[src/rtl/fetch_pkg.sv]
`timescale 1ns/1ps
`default_nettype none
// ============================================================================
// Module      : fetch_pkg
// Description : Shared defaults and types for the instruction-fetch front end.
//               DEFAULT_XLEN     - instruction / address width
//               DEFAULT_RESET_PC - first fetch address after reset
//               fetch_entry_t    - one prefetch-queue entry {pc, instr}
// Revision    : 1.0 - initial release
// ============================================================================
package fetch_pkg;

    localparam int unsigned DEFAULT_XLEN = 32;
    localparam logic [DEFAULT_XLEN-1:0] DEFAULT_RESET_PC = 32'h0000_0100;

    typedef struct packed {
        logic [DEFAULT_XLEN-1:0] pc;
        logic [DEFAULT_XLEN-1:0] instr;
    } fetch_entry_t;

endpackage : fetch_pkg
`default_nettype wire

[src/rtl/fetch_queue.sv]
`timescale 1ns/1ps
`default_nettype none
// ============================================================================
// Module      : fetch_queue
// Description : Synchronous FIFO of fetch_entry_t used as the prefetch queue.
//               Circular buffer with log2(DEPTH)+1-bit pointers so that full
//               and empty are distinguished by the extra wrap bit.
// Ports       : clk          - clock, rising edge
//               rst          - asynchronous active-low reset
//               i_push       - write i_push_data (ignored when full)
//               i_push_data  - entry to write
//               i_pop        - discard the head entry (ignored when empty)
//               i_flush      - empty the queue; wins over push and pop
//               o_head       - head entry (valid only when !o_empty)
//               o_count      - number of stored entries, 0..DEPTH
//               o_full       - o_count == DEPTH
//               o_empty      - o_count == 0
// Revision    : 1.0 - initial release
// ============================================================================
module fetch_queue
    import fetch_pkg::*;
#(
    parameter int unsigned DEPTH = 4
) (
    input  logic                        clk,
    input  logic                        rst,
    input  logic                        i_push,
    input  fetch_entry_t                i_push_data,
    input  logic                        i_pop,
    input  logic                        i_flush,
    output fetch_entry_t                o_head,
    output logic [$clog2(DEPTH):0]      o_count,
    output logic                        o_full,
    output logic                        o_empty
);

    localparam int unsigned AW = $clog2(DEPTH);
    localparam logic [AW:0] c_DEPTH = (AW+1)'(DEPTH);

    logic [AW:0]  wr_ptr_q, wr_ptr_d;
    logic [AW:0]  rd_ptr_q, rd_ptr_d;
    fetch_entry_t mem_q [DEPTH];

    logic         w_do_push;
    logic         w_do_pop;

    always_comb begin
        o_count   = wr_ptr_q - rd_ptr_q;
        o_full    = (o_count == c_DEPTH);
        o_empty   = (wr_ptr_q == rd_ptr_q);
        w_do_push = i_push && !o_full && !i_flush;
        w_do_pop  = i_pop && !o_empty && !i_flush;
        wr_ptr_d  = wr_ptr_q + (AW+1)'(w_do_push);
        rd_ptr_d  = rd_ptr_q + (AW+1)'(w_do_pop);
        if (i_flush) begin
            wr_ptr_d = '0;
            rd_ptr_d = '0;
        end
        o_head = mem_q[rd_ptr_q[AW-1:0]];
    end

    always_ff @(posedge clk or negedge rst) begin
        if (!rst) begin
            wr_ptr_q <= '0;
            rd_ptr_q <= '0;
        end else begin
            wr_ptr_q <= wr_ptr_d;
            rd_ptr_q <= rd_ptr_d;
        end
    end

    // Storage is not reset: an entry is only observable once pushed.
    always_ff @(posedge clk) begin
        if (w_do_push) begin
            mem_q[wr_ptr_q[AW-1:0]] <= i_push_data;
        end
    end

endmodule : fetch_queue
`default_nettype wire

[src/rtl/ifetch_unit.sv]
`timescale 1ns/1ps
`default_nettype none
// ============================================================================
// Module      : ifetch_unit
// Description : Instruction-fetch front end. Holds the fetch PC, issues at most
//               one instruction-memory request at a time, buffers returned
//               words in a DEPTH-entry prefetch queue and hands them to decode
//               over a valid/ready handshake. A redirect flushes the queue and
//               restarts fetch at the (word-aligned) redirect address.
// Ports       : clk, rst (async, active-low)
//               redirect, redirect_pc          - branch/jump restart
//               imem_req_valid/ready, imem_addr - request channel
//               imem_rsp_valid, imem_rsp_data   - response channel (no stall)
//               if_valid/ready, if_instr, if_pc - decode handshake
// Revision    : 1.0 - initial release
// ============================================================================
module ifetch_unit
    import fetch_pkg::*;
#(
    parameter int unsigned          XLEN     = DEFAULT_XLEN,
    parameter int unsigned          DEPTH    = 4,
    parameter logic [XLEN-1:0]      RESET_PC = DEFAULT_RESET_PC
) (
    input  logic                clk,
    input  logic                rst,
    input  logic                redirect,
    input  logic [XLEN-1:0]     redirect_pc,
    output logic                imem_req_valid,
    input  logic                imem_req_ready,
    output logic [XLEN-1:0]     imem_addr,
    input  logic                imem_rsp_valid,
    input  logic [XLEN-1:0]     imem_rsp_data,
    output logic                if_valid,
    input  logic                if_ready,
    output logic [XLEN-1:0]     if_instr,
    output logic [XLEN-1:0]     if_pc
);

    localparam int unsigned     AW           = $clog2(DEPTH);
    localparam logic [AW:0]     c_DEPTH      = (AW+1)'(DEPTH);
    localparam logic [XLEN-1:0] c_PC_STEP    = XLEN'(4);
    localparam logic [XLEN-1:0] c_ALIGN_MASK = ~(XLEN'(3));

    // The queue entry type is fixed at the package width.
    if (XLEN != DEFAULT_XLEN) begin : g_xlen_check
        $error("ifetch_unit: XLEN must equal fetch_pkg::DEFAULT_XLEN");
    end

    if ((DEPTH < 2) || ((DEPTH & (DEPTH - 1)) != 0)) begin : g_depth_check
        $error("ifetch_unit: DEPTH must be a power of two and at least 2");
    end

    logic [XLEN-1:0] fetch_pc_q, fetch_pc_d;
    logic [XLEN-1:0] req_pc_q, req_pc_d;       // PC of the request in flight
    logic            outstanding_q, outstanding_d;
    logic            drop_q, drop_d;            // in-flight response is stale

    logic            w_accept;
    logic            w_push;
    logic            w_pop;
    logic [XLEN-1:0] w_redirect_pc;
    fetch_entry_t    w_push_data;
    fetch_entry_t    w_head;
    logic [AW:0]     w_q_count;
    logic            w_q_full;
    logic            w_q_empty;

    always_comb begin
        // Gating on rst keeps the request low while reset is held.
        imem_req_valid = rst && !redirect && !outstanding_q && (w_q_count < c_DEPTH);
        imem_addr      = fetch_pc_q;
        w_accept       = imem_req_valid && imem_req_ready;
        w_redirect_pc  = redirect_pc & c_ALIGN_MASK;

        // Single outstanding request plus count<DEPTH at issue means a
        // response always has room; the full guard is purely defensive.
        w_push         = imem_rsp_valid && !drop_q && !redirect && !w_q_full;
        w_push_data    = '{pc: req_pc_q, instr: imem_rsp_data};

        if_valid       = !w_q_empty;
        w_pop          = if_valid && if_ready && !redirect;
        if_instr       = if_valid ? w_head.instr : '0;
        if_pc          = if_valid ? w_head.pc    : '0;
    end

    always_comb begin
        fetch_pc_d    = fetch_pc_q;
        req_pc_d      = req_pc_q;
        outstanding_d = outstanding_q;
        drop_d        = drop_q;

        // Any returning response retires the in-flight request and consumes
        // a pending drop, whether or not its data is kept.
        if (imem_rsp_valid) begin
            outstanding_d = 1'b0;
            drop_d        = 1'b0;
        end

        if (redirect) begin
            fetch_pc_d = w_redirect_pc;
            if (outstanding_q && !imem_rsp_valid) begin
                drop_d = 1'b1;
            end
        end else if (w_accept) begin
            outstanding_d = 1'b1;
            fetch_pc_d    = fetch_pc_q + c_PC_STEP;
            req_pc_d      = fetch_pc_q;
        end
    end

    always_ff @(posedge clk or negedge rst) begin
        if (!rst) begin
            fetch_pc_q    <= RESET_PC;
            req_pc_q      <= '0;
            outstanding_q <= 1'b0;
            drop_q        <= 1'b0;
        end else begin
            fetch_pc_q    <= fetch_pc_d;
            req_pc_q      <= req_pc_d;
            outstanding_q <= outstanding_d;
            drop_q        <= drop_d;
        end
    end

    fetch_queue #(
        .DEPTH (DEPTH)
    ) u_queue (
        .clk         (clk),
        .rst         (rst),
        .i_push      (w_push),
        .i_push_data (w_push_data),
        .i_pop       (w_pop),
        .i_flush     (redirect),
        .o_head      (w_head),
        .o_count     (w_q_count),
        .o_full      (w_q_full),
        .o_empty     (w_q_empty)
    );

endmodule : ifetch_unit
`default_nettype wire

[config.mk]
export PLATFORM = sky130hd
export DESIGN_NAME = ifetch_unit
export DESIGN_NICKNAME = d
export VERILOG_FILES = /design/src/rtl/fetch_pkg.sv /design/src/rtl/fetch_queue.sv /design/src/rtl/ifetch_unit.sv
export SDC_FILE = /design/constraint.sdc
export NUM_CORES = 1
export LEC_CHECK = 0
export CAP_MARGIN = 0
export CORE_AREA = 2 2 164 207
export CTS_CLUSTER_DIAMETER = 40
export DETAILED_ROUTE_END_ITERATION = 8
export DIE_AREA = 0 0 166 209
export PLACE_DENSITY = 0.67
export SKIP_CTS_REPAIR_TIMING = 1
export SYNTH_ARGS = -nofsm -noshare
export SYNTH_HDL_FRONTEND = slang
export SYNTH_SLANG_ARGS = --single-unit
[constraint.sdc]
create_clock -name clk -period 20.4 [get_ports clk]
set_input_delay 4.08 -clock clk [delete_from_list [all_inputs] [get_ports clk]]
set_output_delay 4.08 -clock clk [all_outputs]
set_load 0.05 [all_outputs]
# Word-level counts from Yosys, hierarchy flattened
# Memory sizes are Yosys's and may differ from the RTL's.
# Index checks and enable logic that the tools add are counted.
# classes
reduce_logical	22
n_lt_le_gt_ge	1
n_eq_ne	2
muxes	14
n_bitwise	1
addsub	4
# ops
operator	count
$mux W32	4
$add A32 B3 Y32 const B	1
$logic_and A1 B1 Y1	14
$mux W1	8
$add A3 B1 Y3	2
$logic_not A1 Y1	6
$mux W3	2
$eq A3 B3 Y1	1
$eq A3 B3 Y1 const B	1
$lt A3 B3 Y1 const B	1
$sub A3 B3 Y3	1
$reduce_and A2 Y1	1
$reduce_bool A2 Y1	1
$not A1 Y1	1
# word_totals
word_cells	51
ram_bits	256
register_bits	72
n_memories	1
output_inout_bits	98
in_bits	70
# mem_list
memory	depth	word_bits	read_ports	rd_clocked_by_memory_dff	write_ports	line_no	text
u_queue.mem_q	4	64	1	0	1	fetch_queue.sv:42	fetch_entry_t mem_q [DEPTH];

# Logic depth before layout (Yosys ltp)
# depth
ltp_word	8
ltp_mapped	14
ltp_nobuf	11

# Hierarchy
# Synthesis repeated with hierarchy kept, for this count alone.
# hier_totals
hier_cells	803
area_unflattened_um2	13197.7
# by_module_without_submodules
mod	area_each_um2	instances	seq_area_each_um2	cells_each
fetch_queue	9694.3	1	7837.5	377
ifetch_unit	3503.4	1	1552.7	426

# Worst setup path before layout
# OpenSTA, ideal clock, no wires.
# synth_timing
kind	input to output
from	input redirect
to	output imem_req_valid
cell_stages	3
setup_slack_ns	9.435
t_arrival_ns	6.885
required_time_ns	16.320
path_cell_list	clkbuf_1 -> clkbuf_1 -> a2111oi_0
# synth_via
elab_chain_cells	4
# synth_rtl
item	line_no	text
from (decl)	ifetch_unit.sv:26	input logic redirect,
$logic_not A1 Y1	ifetch_unit.sv:70	imem_req_valid = rst && !redirect && !outstanding_q && (w_q_count < c_DEPTH);
$logic_and A1 B1 Y1 (3 in series)	ifetch_unit.sv:70	
to (decl)	ifetch_unit.sv:28	output logic imem_req_valid,
# Every way passes these cells.

# Final worst setup path
# layout_timing
from	input rst
to	output imem_req_valid
# layout_via
elab_chain_cells	3
# layout_rtl
item	line_no	text
from (decl)	ifetch_unit.sv:25	input logic rst,
$logic_and A1 B1 Y1 (3 in series)	ifetch_unit.sv:70	
# Every way passes these cells.

==> impl_results.md <==
- # diodes: 0
- Pwr per Cell Area: 105 nW/um^2
- Via count: 7,177
- CTS buffer count: 37
- Crit path from: rst
- Synth cell types: 51
- First-pass GRT wire length: 42.0 mm
- Hold_sp: drop_q
- Clk_skew: 0.0198 ns
- Crit-path leading delay family: buffers and inverters
- Core ar.: 32,900 um^2
- Die Ht: 209 um
- Layout Cells excl Fill: 1,397
- Fmax: 96.9 MHz
- Tot GR Track Use: 0.154
- Mapped cell area: 13,000 um^2
- H-tree depth: 2
- Final Setup Violations: 0
- Relative slew slack: 0.334
- Crit end category: primary output
- Arr. time, crit path: 6.24 ns
- Sequential share of the synthesized area: 0.706
- CP Launch Type: primary input
- Cell Chain, Critical Path: buf_2 > buf_4 > inv_1 > a2111oi_0 > clkdlybuf4s50_1
- FF+latch count, synth: 316
- FILL cells: 2,795
- Share of power burned in registers: 0.466
- CTS tree: done
- Max-slew violation count: 0
- Overall power: 1700 uW
- DP HPWL: 15.3 mm
- Starting density of the core: 0.393
- Routed len/inst: 18.8 um
- GR Overflow Total: 0
- DR iter-0 viols: 492
- Critical path data required time: 16.32 ns
- Worst-path fanout max: 70
- Slowest CP cell: clkdlybuf4s50_1
- Largest net degree at the start of global routing: 71
- Post-DRT Antenna Nets: 0
- CTS Buffer Depth: 3
- Initial antenna violation count: 0
- Vias in the first global route: 7,579
- Die footprint: 34,700 um^2
- Metal-1 WL: 11.4 mm
- Root buf cell: clkbuf_16
- Count of final hold-check violations: 0
- Top Metal Used: met4
- Critical path class: primary input to primary output
- Vias per cell: 5.14
- Dpl cells: 1,330
- # rows: 75
- P_sw: 453 uW
- Layout cells sized above 1: 0.164
- Clock power share: 0.391
- Synth Instances: 785
- Post-synth ARST share: 0.215
- Layout area overhead: 25.2%
- Post-synth EDFFs: 248
- Critical path buffers and inverters: 4
- Leak: 0.00555 uW
- Run status: finished, final reports clean
- Worst hold slack: 0.498 ns
- Setup TNS: 0 ns
- CTS sink count: 316
- Top-area cell type share of the netlist area: 0.575
- Top-count cell post-synth: edfxtp_1
- CTS clk-pin slew, worst paths: 0.06 ns
- Count of warnings emitted by yosys: 0
- Wire length on met3: 1.32 mm
- Critical Path Max Stage Delay: 0.89 ns
- Worst path depth: 5
- # Max-Cap Violations: 0
- DRT Pass-1 Iters: 5
- DRC violations left: 0
- Synth area leader: edfxtp_1
- Switching share of power: 0.267
- PortBufs: 161
- Worst r2r src: u_queue.rd_ptr_q[0]
- Top_reg_cell synth: edfxtp_1
- Nets: 1,023
- Tmin final: 10.32 ns
- Peak supply drop: 0.0000533 V
- Comb pwr share: 0.143
- Worst Hold Depth: 2
- Skew-Pair Late Insertion Delay: 0.52 ns
- WL met2: 13.0 mm
- I/O pins: 168
- Synthesized area per cell: 16.5 um^2
- Die X: 166 um
- FF-to-FF path depth: 7
- Routed WL: 26.3 mm
- RSZ-0062 raised after global routing: no
- Synth top cells by count: 248 x edfxtp_1, 101 x nand2_1, 67 x dfrtp_1, 67 x nor2b_1, 62 x mux4_2
- Pint: 1240 uW
- Final Cycle Share: 0.506
- GPL Wtd Cong: 0.752
- Worst-Margin Slew: 0.999 ns
- Ranking of synthesized cells by area: edfxtp_1 57%, dfrtp_1 13%, mux4_2 11%
- Hold Crit Class: register to register
flip-flops by register name (all words and copies together), names as in the netlist:
name	count
u_queue.rd_ptr_q	3
outstanding_q	1
drop_q	1
u_queue.mem_q	248
imem_addr	30
u_queue.wr_ptr_q	3
req_pc_q	30
worst register-to-register path, delay by kind of cell (launching register included):
| kind | cells | cell delay [ns] |
|---|---|---|
| flip-flops | 1 | 0.74 |
| AND/OR/NAND/NOR | 5 | 1.66 |
| adder cells (fa/ha/maj) | 1 | 0.24 |
| buffers and inverters | 1 | 0.14 |
cell families (layout without fill, tap and decap cells):
logic type	count (synthesis)	count (layout)	synth area share
compound gates	64	64	0.0412
fa+ha+maj	7	7	0.00676
mux	77	77	0.120
simple gates	246	246	0.0975
xor+xnor	7	7	0.00473
other cells	1	4	0.000289
buf+inv	67	253	0.0234
flops	316	316	0.706
cell type report:
class | count | area (um^2) | share of cell area
well taps | 423 | 529 | 0.0326
multi-input cells | 405 | 3550 | 0.219
flip-flops and latches | 316 | 9160 | 0.564
clock inverters | 20 | 248 | 0.0153
clock buffers | 47 | 1010 | 0.0626
inverters | 16 | 60.1 | 0.00370
repair buffers | 170 | 1670 | 0.103
layout by cell type, fill, tap and decap left out, types with 4 or more instances in the layout:
master           Yosys  layout
inv_6                0       5
nand4_1             10      10
inv_1               16      16
conb_1               1       4
and3_1               8       5
nand2_1            101     101
a2111oi_2            6       6
nor2b_1             67      67
xnor2_1              7       7
edfxtp_1           248     248
clkbuf_1            24       6
mux2i_1              9       9
mux4_2              62      62
buf_4                5       9
mux2_2               6       6
and4_1               4       4
clkbuf_16            0      38
a21o_1               7       6
nor2_1              14      14
nand3_1             16      16
o211ai_1             6       6
nor3_1               6       4
dfrtp_1             67      65
ha_1                 7       7
a221o_1              6       6
or4_1                5       5
o21ai_0             17      16
clkdlybuf4s50_1      0     159
power by group through the flow:
stage	Combinational (uW)	Sequential (uW)	Clock (uW)
floorplan	144	809	0
detailed placement	246	804	0
global placement	244	801	0
finish	242	791	662
global route	260	798	710
CTS	247	791	681
layer usage:
metal,vias to the layer above,track usage
li1,3342,-
met1,3589,0.205
met2,208,0.255
met3,38,0.0316
met4,0,0.0492
met5,-,0
worst paths after layout:
| kind | to | slack [ns] |
|---|---|---|
| setup / recovery | imem_req_valid | 10.08 |
| max in group asynchronous | u_queue.rd_ptr_q[0] | 15.98 |
| hold / removal | drop_q | 0.50 |
| hold reg to reg | drop_q | 0.50 |
| setup reg to reg | u_queue.mem_q[2][11] | 17.19 |
| min in group asynchronous | u_queue.wr_ptr_q[2] | 3.77 |
stage by stage:
stage	cell area, um^2	utilization	setup slack (ns)
after detailed placement	15000	0.454	9.97
after global routing	16200	0.492	9.71
final	16200	0.492	10.08
after global placement	15000	0.454	9.98
after floorplan	13000	-	9.43
after CTS	16200	0.492	9.94
Note: power is estimated with default switching activity, not from simulation.
